`src/rtl/wb_stage.sv`:
```
// wb_stage: writeback stage (ALU/link/load select, load wait with timeout; WB_MISALIGN_CHECK_EN adds misaligned-load errors)
module wb_stage #(
    parameter int DATA_WIDTH  = 32,
    parameter int ADDR_WIDTH  = 5,
    parameter int MEM_TIMEOUT = 255
) (
    input  logic                  clk,
    input  logic                  rst_n,
    input  logic                  in_valid,
    output logic                  in_ready,
    input  logic [31:0]           in_pc,
    input  logic [ADDR_WIDTH-1:0] in_rd,
    input  logic                  in_rd_wen,
    input  logic                  in_is_link,
    input  logic                  in_is_load,
    input  logic [2:0]            in_funct3,
    input  logic [1:0]            in_addr_lo,
    input  logic [DATA_WIDTH-1:0] in_alu,
    input  logic                  mem_rvalid,
    output logic                  mem_rready,
    input  logic [DATA_WIDTH-1:0] mem_rdata,
    output logic                  rf_wen,
    output logic [ADDR_WIDTH-1:0] rf_waddr,
    output logic [DATA_WIDTH-1:0] rf_wdata,
    output logic                  retire,
    output logic [31:0]           retire_pc,
    output logic                  wb_err
);
    typedef enum logic {IDLE, WAIT_MEM} state_t;
    state_t state, state_nx;
    logic [7:0] cnt;
    logic [ADDR_WIDTH-1:0] ld_rd;
    logic ld_wen;
    logic [2:0] ld_f3;
    logic [1:0] ld_lo;
    logic [31:0] ld_pc;
    logic [DATA_WIDTH-1:0] sh_b, sh_h, ld_data, nl_data;
    logic [7:0] b;
    logic [15:0] h;
    logic accept, ld_done, timeout, misalign, wen_nl, wen_ld;
    assign in_ready   = state == IDLE && rst_n;
    assign mem_rready = state == WAIT_MEM;
    assign accept     = in_valid && in_ready;
    assign sh_b = mem_rdata >> {ld_lo, 3'b000};
    assign sh_h = mem_rdata >> {ld_lo[1], 4'b0000};
    assign b = sh_b[7:0];
    assign h = sh_h[15:0];
`ifdef WB_MISALIGN_CHECK_EN
    assign misalign = (ld_f3[1:0] == 2'b01 && ld_lo[0]) || (ld_f3 == 3'b010 && ld_lo != 2'b00);
`else
    assign misalign = 1'b0;
`endif
    always_comb begin
        ld_data  = ld_f3 == 3'b000 ? {{(DATA_WIDTH-8){b[7]}}, b} :
                   ld_f3 == 3'b001 ? {{(DATA_WIDTH-16){h[15]}}, h} :
                   ld_f3 == 3'b100 ? {{(DATA_WIDTH-8){1'b0}}, b} :
                   ld_f3 == 3'b101 ? {{(DATA_WIDTH-16){1'b0}}, h} : mem_rdata;
        nl_data  = in_is_link ? in_pc + 32'd4 : in_alu;
        ld_done  = state == WAIT_MEM && mem_rvalid;
        timeout  = state == WAIT_MEM && !mem_rvalid && cnt == 8'(MEM_TIMEOUT - 1);
        wen_nl   = accept && !in_is_load && in_rd_wen && in_rd != '0;
        wen_ld   = ld_done && !misalign && ld_wen && ld_rd != '0;
        state_nx = accept && in_is_load ? WAIT_MEM : (ld_done || timeout) ? IDLE : state;
    end
    always_ff @(posedge clk) begin
        if (!rst_n) begin
            state     <= IDLE;
            cnt       <= '0;
            ld_rd     <= '0;
            ld_wen    <= 1'b0;
            ld_f3     <= '0;
            ld_lo     <= '0;
            ld_pc     <= '0;
            rf_wen    <= 1'b0;
            rf_waddr  <= '0;
            rf_wdata  <= '0;
            retire    <= 1'b0;
            retire_pc <= '0;
            wb_err    <= 1'b0;
        end else begin
            state  <= state_nx;
            cnt    <= state == WAIT_MEM ? cnt + 8'd1 : 8'd0;
            rf_wen <= wen_nl || wen_ld;
            retire <= (accept && !in_is_load) || ld_done || timeout;
            wb_err <= timeout || (ld_done && misalign);
            if (accept) begin
                ld_rd  <= in_rd;
                ld_wen <= in_rd_wen;
                ld_f3  <= in_funct3;
                ld_lo  <= in_addr_lo;
                ld_pc  <= in_pc;
            end
            if (wen_nl) begin
                rf_waddr <= in_rd;
                rf_wdata <= nl_data;
            end else if (wen_ld) begin
                rf_waddr <= ld_rd;
                rf_wdata <= ld_data;
            end
            if (accept && !in_is_load) retire_pc <= in_pc;
            else if (ld_done || timeout) retire_pc <= ld_pc;
        end
    end
endmodule

```
`config.mk`:
```
export PLATFORM = sky130hd
export DESIGN_NAME = wb_stage
export DESIGN_NICKNAME = d
export VERILOG_FILES = /design/src/rtl/wb_stage.sv
export SDC_FILE = /design/constraint.sdc
export NUM_CORES = 1
export LEC_CHECK = 0
export BUFFER_PORTS_ARGS = -buffer_cell sky130_fd_sc_hd__buf_2
export CAP_MARGIN = 10
export CORE_MARGIN = 2
export CORE_UTILIZATION = 50
export DETAILED_ROUTE_END_ITERATION = 8
export HOLD_SLACK_MARGIN = 0.03
export PLACE_DENSITY = 0.86
export SYNTH_ARGS = -nofsm -noshare
export SYNTH_HDL_FRONTEND = slang
export SYNTH_SLANG_ARGS = --single-unit
```
`constraint.sdc`:
```
create_clock -name clk -period 3.31 [get_ports clk]
set_input_delay 0.331 -clock clk [delete_from_list [all_inputs] [get_ports clk]]
set_output_delay 0.331 -clock clk [all_outputs]
set_load 0.005 [all_outputs]
```
==> results of run 1 <==
## power by group
part	internal [mW]	switching, mW	total [mW]
clock network	1.08	0.652	1.73
logic	0.215	0.346	0.561
registers	1.58	0.0566	1.64
total	2.88	1.06	3.93
## through the flow
step / utilization, % / area [µm²]
after detailed placement: 58.8 / 7360
after floorplan: - / 6370
final: 63.2 / 7910
after global placement: 58.8 / 7360
after global routing: 63.2 / 7910
after CTS: 63.2 / 7910
## cell families after synthesis
logic type,count (synthesis)
compound gates,219
mux,14
simple gates,360
xor+xnor,24
flops,124
buf+inv,87
fa+ha+maj,3
## critical path: cells and delay by family, from the launching register on
kind	cells	cell delay [ns]
and+or+nand+nor	2	1.00
AOI/OAI and AO/OA	3	0.59
DFF	1	0.38
buffers and inverters	1	0.26
## layout by cell type, fill, tap and decap left out, drive strengths merged, types with 4 or more instances in the layout
master and instances:
o21ai 75, o211a 20, a211oi 10, nor2b 6
mux2 4, nor4 8, dfxtp 124, xor2 13
clkinv 4, inv 17, nand3 74, o22ai 5
nor2 43, a221oi 14, o211ai 5, clkbuf 24
nand2 173, a222oi 5, o221ai 12, xnor2 11
nand4 8, a31oi 9, buf 202, mux2i 9
a22oi 5, a21oi 25, o31ai 5, nor3 13
a311oi 13, or4 10, and2 6, and3 6
## flip-flops by register name, summed over array words and instances, names as in the netlist
signal,cells
retire_pc,32
ld_rd,5
wb_err,1
ld_pc,32
mem_rready,1
ld_f3,3
retire,1
rf_wdata,32
rf_waddr,5
ld_wen,1
ld_lo,2
cnt,8
rf_wen,1
## metal layers
layer  up-vias  track usage (%)
met5         -                0
met4         0             13.6
met3        56             6.90
met2       431             47.4
met1      3211             41.1
li1       3301                -
## how the worst min path moves through the flow
stage | depth (start not counted) | slack (ns) | to | start
final | 3 | 0.1 | ld_lo[0] | in_addr_lo[0]
after global placement | 2 | 0.44 | ld_pc[19] | ld_pc[19]
after floorplan | 1 | 0.41 | wb_err | mem_rvalid
after detailed placement | 2 | 0.44 | ld_pc[29] | ld_pc[29]
after global routing | 3 | 0.12 | ld_lo[0] | in_addr_lo[0]
after CTS | 3 | 0.1 | ld_f3[0] | in_funct3[0]
## layout make-up
type                            count  area (µm²)
Fill cell                        1119        4600
Multi-Input combinational cell    620        3550
Sequential cell                   124        2480
Timing Repair Buffer              202        1050
Clock buffer                       24         482
Tap cell                          172         215
Clock inverter                      7        65.1
Inverter                           17        63.8
Antenna cell                        1        2.50
==> impl_results.md, run 1 <==
- Quantity of gates resized following cts: 0
- Mux contribution to synthesized area: 2.47%
- Fmax: 426 MHz
- Skew final: 0.00868 ns
- Outcome: complete, no violations
- Top sig layer: met4
- Drt total wl: 21300 µm
- Initial antenna violation count: 2
- Avg Cell Area, Syn: 7.67 µm²
- Die ar.: 13700 µm²
- CP required: 3.62 ns
- DR WL met2: 9540 µm
- RSZ-0062 raised after global routing: false
- Die Span X: 117 µm
- Net Count, Synth: 947
- Final worst slack: 0.963 ns
- Core area: 12500 µm²
- Adder-cell share of the synthesized area: 0.589%
- Maxcap violations: 0
- Die height: 117 µm
- Hold Buf Count CTS: 0
- Post-DP HPWL: 15400 µm
- Area share of the largest cell type after synthesis: 38.9%
- Max rail drop VDD: 335 µV
- Clock sinks: 124
- CP Cell Sequence: and3b_1 -> o211ai_1 -> nand2_1 -> buf_4 -> o221ai_1 -> a221oi_1
- Leakage: 3.63 nW
- Number of global-route vias before repair: 6159
- Reg clk slew, reported paths: 0.06 ns
- M1 WL: 8840 µm
- Tot Pwr: 3.93 mW
- Max-slew violations: 0
- Crit end category: register
- Met3 wire length: 2140 µm
- Xor-xnor portion of the synthesized cell area: 3.30%
- Setup TNS: 0 ns
- Yosys reg bits: 124
- Cells after DPL: 1135
- Synthesis-to-finish area growth: 24.1%
- CP max stage delay: 0.67 ns
- Count leader, synth: nand2_1
- Nets@finish: 1098
- Main combinational cell family by area after synthesis: simple AND/OR/NAND/NOR gates
- Initial drt markers: 839
- Routed Antenna Nets: 0
- DR vias/cell: 6.00
- Routability cong.: 0.945
- Worst setup startpoint: mem_rready
- # rows: 41
- Yosys warns: 0
- Slew headroom: 36.4%
- Synth Area in Compound Gates: 23.6%
- Dominant cell type by area after synthesis: dfxtp_1
- Tmin final: 2.35 ns
- Tcrit/Tclk final: 70.9%
- IO Pins: 187
- DRC errors left: 0
- CTS tree: built
- Port bufs: 186
- Setup violators final: 0
- Critical Path Fanout Max: 15
- Predominant post-synthesis flop cell: dfxtp_1
- Worst Setup EP: rf_wdata[19]
- First-pass GRT wire length: 32300 µm
- Initial core utilization: 50.9%
- Worst R2R Setup Slack: 0.96 ns
- GRT overflow: 0
- Wire length per cell: 18.2 µm
- Pre-CTS WS: 0.708 ns
- CTS Buf Count: 17
- Synth unique cells: 58
- Worst-Skew Late Latency: 0.42 ns
- Worst-margin pin slew: 0.954 ns
- Post-synth EDFFs: 0
- Pwr Density: 497 nW/µm²
- Synth Cell Area: 6370 µm²
- Share of layout cells above drive strength 1: 24.2%
- Largest net degree at the start of global routing: 82
- Maximum root-to-sink buffer count: 2
- Asr flop ratio synth: 0%
- Final cell count without fillers: 1167
- CTS H-Tree Depth: 4
- Worst Path Arrival: 2.66 ns
- Reg2Reg Depth: 6
- Register area share after synthesis: 38.9%
- Total track usage: 30.6%
- Hold Fails Final Rpt: 0
- Hold Worst Slack: 0.0993 ns
- Reg2reg start: mem_rready
- Post-Syn Instances: 831
- Most frequent cells after synthesis: 173 x nand2_1, 124 x dfxtp_1, 74 x nand3_1, 74 x o21ai_0, 53 x clkbuf_1
- Top cells by area, synth: dfxtp_1 39%, nand2_1 10%, nand3_1 5.8%, o21ai_0 5.8%, o211a_1 3.1%
- CTS root buffer: clkbuf_16
- Worst min-delay path class: in -> reg
- Setup Fix Bufs, Post-CTS: 0
- Via count: 6999
- Worst Setup Path Type: reg -> reg
- Synth Area in Simple Gates: 25.7%
- 1st-pass router iterations: 6
- FF-to-FF End: rf_wdata[19]
- Critical Path Source Type: register
- CP max stage cell: and3b_1
(Power assumes the default switching activity.)
==> inputs of run 2 (changes only) <==
--- a/config.mk
+++ b/config.mk
@@ -5,13 +5,14 @@
 export SDC_FILE = /design/constraint.sdc
 export NUM_CORES = 1
 export LEC_CHECK = 0
+export ABC_AREA = 1
 export BUFFER_PORTS_ARGS = -buffer_cell sky130_fd_sc_hd__buf_2
 export CAP_MARGIN = 10
 export CORE_MARGIN = 2
-export CORE_UTILIZATION = 50
+export CORE_UTILIZATION = 48
 export DETAILED_ROUTE_END_ITERATION = 8
 export HOLD_SLACK_MARGIN = 0.03
-export PLACE_DENSITY = 0.86
+export PLACE_DENSITY = 0.85
 export SYNTH_ARGS = -nofsm -noshare
 export SYNTH_HDL_FRONTEND = slang
 export SYNTH_SLANG_ARGS = --single-unit
==> constraint.sdc (replaced) <==
create_clock -name clk -period 2.1 [get_ports clk]
set_input_delay 0.21 -clock clk [delete_from_list [all_inputs] [get_ports clk]]
set_output_delay 0.21 -clock clk [all_outputs]
set_load 0.005 [all_outputs]
==> run 2 against run 1 <==
Global-route usage rose by 0.15 points. Clock-buffer cell count fell by 6. Hold slack got worse by 0.025 ns. Non-clock buffer count rose by 6. Via count rose by 13%. Routed wire length rose by 9.4%. First-iteration DRC count fell by 10%. Synthesized cell count rose by 33%. Utilization fell by 1.3 points. Sequential power rose by 56%. Final cell count rose by 26%. Maximum frequency rose by 27%. Critical path type unchanged. Critical endpoint is now rf_wdata[11].
==> impl_results.md, run 2 <==
- Outcome: complete, no violations
- Wire length per cell: 15.8 µm (-13%)
- Area share of the largest cell type after synthesis: 36.5% (-2.5 points)
- FF-to-FF End: rf_wdata[11]
- Hold Buf Count CTS: 0 (unchanged)
- Maxcap violations: 0 (unchanged)
- Largest net degree at the start of global routing: 65 (-21%)
- Avg Cell Area, Syn: 6.17 µm² (-20%)
- Routed Antenna Nets: 0 (unchanged)
- Asr flop ratio synth: 0% (unchanged)
- Worst Path Arrival: 2.16 ns (-0.50 ns)
- Port bufs: 186 (unchanged)
- RSZ-0062 raised after global routing: false
- Die Span X: 123 µm (+5.3%)
- Predominant post-synthesis flop cell: dfxtp_1
- Tcrit/Tclk final: 87.8% (+17 points)
- # fillers: 1350 (+21%)
- Total track usage: 30.8% (+0.15 points)
- Critical Path Fanout Max: 11 (-4)
- Hold Fails Final Rpt: 0 (unchanged)
- Post-Syn Instances: 1104 (+33%)
- Most frequent cells after synthesis: 232 x nand2_1, 209 x nor2_1, 178 x o21ai_0
- Via count: 7916 (+13%)
- Yosys warns: 0 (unchanged)
- Cells after DPL: 1434 (+26%)
- Initial drt markers: 751 (-10%)
- Setup TNS: 0 ns (unchanged)
- Top cells by area, synth: dfxtp_1 36%, o21ai_0 13%, nand2_1 13%, nor2_1 12%, nand3_1 6.4%
- CTS root buffer: clkbuf_16
- Hold path startpoint: in_rd[2]
- Reg2Reg Depth: 10 (+4)
- Register area share after synthesis: 36.5% (-2.5 points)
- Net Count, Synth: 1220 (+29%)
- Most frequent cells in the layout: 232 x nand2_1, 209 x nor2_1, 186 x buf_2, 178 x o21ai_0, 124 x dfxtp_1
- Max-slew violations: 0 (unchanged)
- Critical Path Source Type: register
- DRC errors left: 0 (unchanged)
- Worst-Skew Late Latency: 0.43 ns (about the same)
- Largest regs: ld_pc: 32 flops, retire_pc: 32 flops, rf_wdata: 32 flops
- Initial core utilization: 49.1% (-1.9 points)
- GRT overflow: 0 (unchanged)
- Dominant cell type by area after synthesis: dfxtp_1
- Synth Cell Area: 6810 µm² (+6.8%)
- 1st-pass router iterations: 5 (-1)
- Reg clk slew, reported paths: 0.06 ns (about the same)
- Core area: 13900 µm² (+11%)
- Nets@finish: 1389 (+27%)
- Initial antenna violation count: 2 (unchanged)
- CTS H-Tree Depth: 4 (unchanged)
- Worst R2R Setup Slack: 0.26 ns (-0.71 ns)
- Setup violators final: 0 (unchanged)
- Count leader, synth: nand2_1
- # rows: 43 (+4.9%)
- CP required: 2.41 ns (-1.21 ns)
- Multi-input logic area: 3710 µm² (+4.6%)
- Clock sinks: 124 (unchanged)
- Slew headroom: 59.1% (+23 points)
- Register Area: 2480 µm² (unchanged)
- Reg2reg start: mem_rready
- First-pass GRT wire length: 35700 µm (+11%)
- Leakage: 4.22 nW (+16%)
- Max rail drop VDD: 625 µV (+87%)
- Die ar.: 15200 µm² (+11%)
- Yosys reg bits: 124 (unchanged)
- Setup Fix Bufs, Post-CTS: 0 (unchanged)
- Skew final: 0.00643 ns (-0.00225 ns)
- Hold depth: 3 (unchanged)
- Quantity of gates resized following cts: 0 (unchanged)
- Final cell count without fillers: 1468 (+26%)
- Synthesis-to-finish area growth: 26.2%
- Pwr Density: 787 nW/µm² (+58%)
- Post-synth EDFFs: 0 (unchanged)
- Worst Setup Path Type: reg -> reg
- IO Pins: 187 (unchanged)
- Worst min-delay path class: in -> reg
- Die height: 123 µm (+5.3%)
- Worst-margin pin slew: 0.614 ns (-0.340 ns)
- Crit end category: register
- Synth unique cells: 32 (-45%)
- Fmax: 542 MHz (+27%)
- Most common cell after layout, fill and taps aside: nand2_1
- Share of layout cells above drive strength 1: 19.8% (-4.5 points)
- CTS Buf Count: 17 (unchanged)
- CTS tree: built
- Routability cong.: 1.01 (+6.9%)
- DR vias/cell: 5.39 (-10%)
- Worst setup startpoint: mem_rready
- Drt total wl: 23300 µm (+9.4%)
- Maximum root-to-sink buffer count: 2 (unchanged)
- Post-DP HPWL: 17400 µm (+13%)
- Number of global-route vias before repair: 7265 (+18%)
- Hold Path Sink: rf_waddr[2]
- Tmin final: 1.84 ns (-0.504 ns)
-- run 2: cell types whose count changed after synthesis, moves of 14 or more --
cell / before / now
nand2_1: 173 / 232
o211a_1: 20 / 0
a21oi_1: 24 / 66
clkbuf_1: 53 / 37
o21ai_0: 74 / 178
inv_1: 17 / 94
a221oi_1: 14 / 0
nor2_1: 43 / 209
-- run 2: worst max-delay path by stage --
stage	endpoint	cells past startpoint
final	rf_wdata[11]	10
after global routing	rf_wdata[11]	10
after CTS	rf_wdata[15]	10
after detailed placement	rf_wdata[11]	10
after global placement	rf_wdata[11]	10
after floorplan	rf_wdata[16]	9
-- run 2: per-layer routing --
metal  GRT usage (%)  vias up  part of all wire, %
met4            11.4        0                  2.5
met2            49.2      379                   45
li1                -     3933                    -
met3            6.46       49                  8.4
met5               0        -                    0
met1            40.9     3555                   44
-- run 2: per-stage QoR --
stage / power, mW / hold slack (ns) / cell area [µm²] / utilization, % / worst slack, ns
final: 6.77 / 0.0745 / 8590 / 61.9 / 0.256
after global routing: 7.01 / 0.0768 / 8590 / 61.9 / 0.0265
after CTS: 6.77 / 0.0684 / 8590 / 61.9 / 0.290
after detailed placement: 3.52 / 0.445 / 7940 / 57.2 / 0.316
after global placement: 3.51 / 0.439 / 7940 / 57.2 / 0.319
after floorplan: 3.11 / 0.354 / 6810 / - / 0.634
-- run 2: cell families after synthesis --
logic type                 Yosys count  share of synthesized area (%)
AOI/OAI and AO/OA                  262                           19.8
xor gates and xnor gates             6                          0.772
adders and majority gates            3                          0.551
buffers and inverters              156                           8.99
DFF                                124                           36.5
and+or+nand+nor                    553                           33.4
-- run 2: where the power goes --
group	switching, mW	internal [mW]
registers	0.0735	2.48
clock network	1.13	2.14
logic	0.597	0.345
-- run 2: final cells by class --
type / count / share of cell area, %
Antenna cell: 2 / 0.0582
Tap cell: 180 / 2.62
Timing Repair Buffer: 208 / 13.3
Multi-Input combinational cell: 824 / 43.2
Clock inverter: 14 / 2.49
Sequential cell: 124 / 28.9
Inverter: 98 / 4.28
Clock buffer: 18 / 5.11
-- run 2: critical path, cell delays in order (launching register included) --
cell      delay [ns]
dfxtp_1         0.44
nand2_1         0.15
nor2_1          0.16
nand2_1         0.15
buf_4           0.21
inv_1           0.07
nand2_1         0.13
inv_1           0.18
nand2_1         0.08
o211ai_1        0.09
nor2_1          0.07
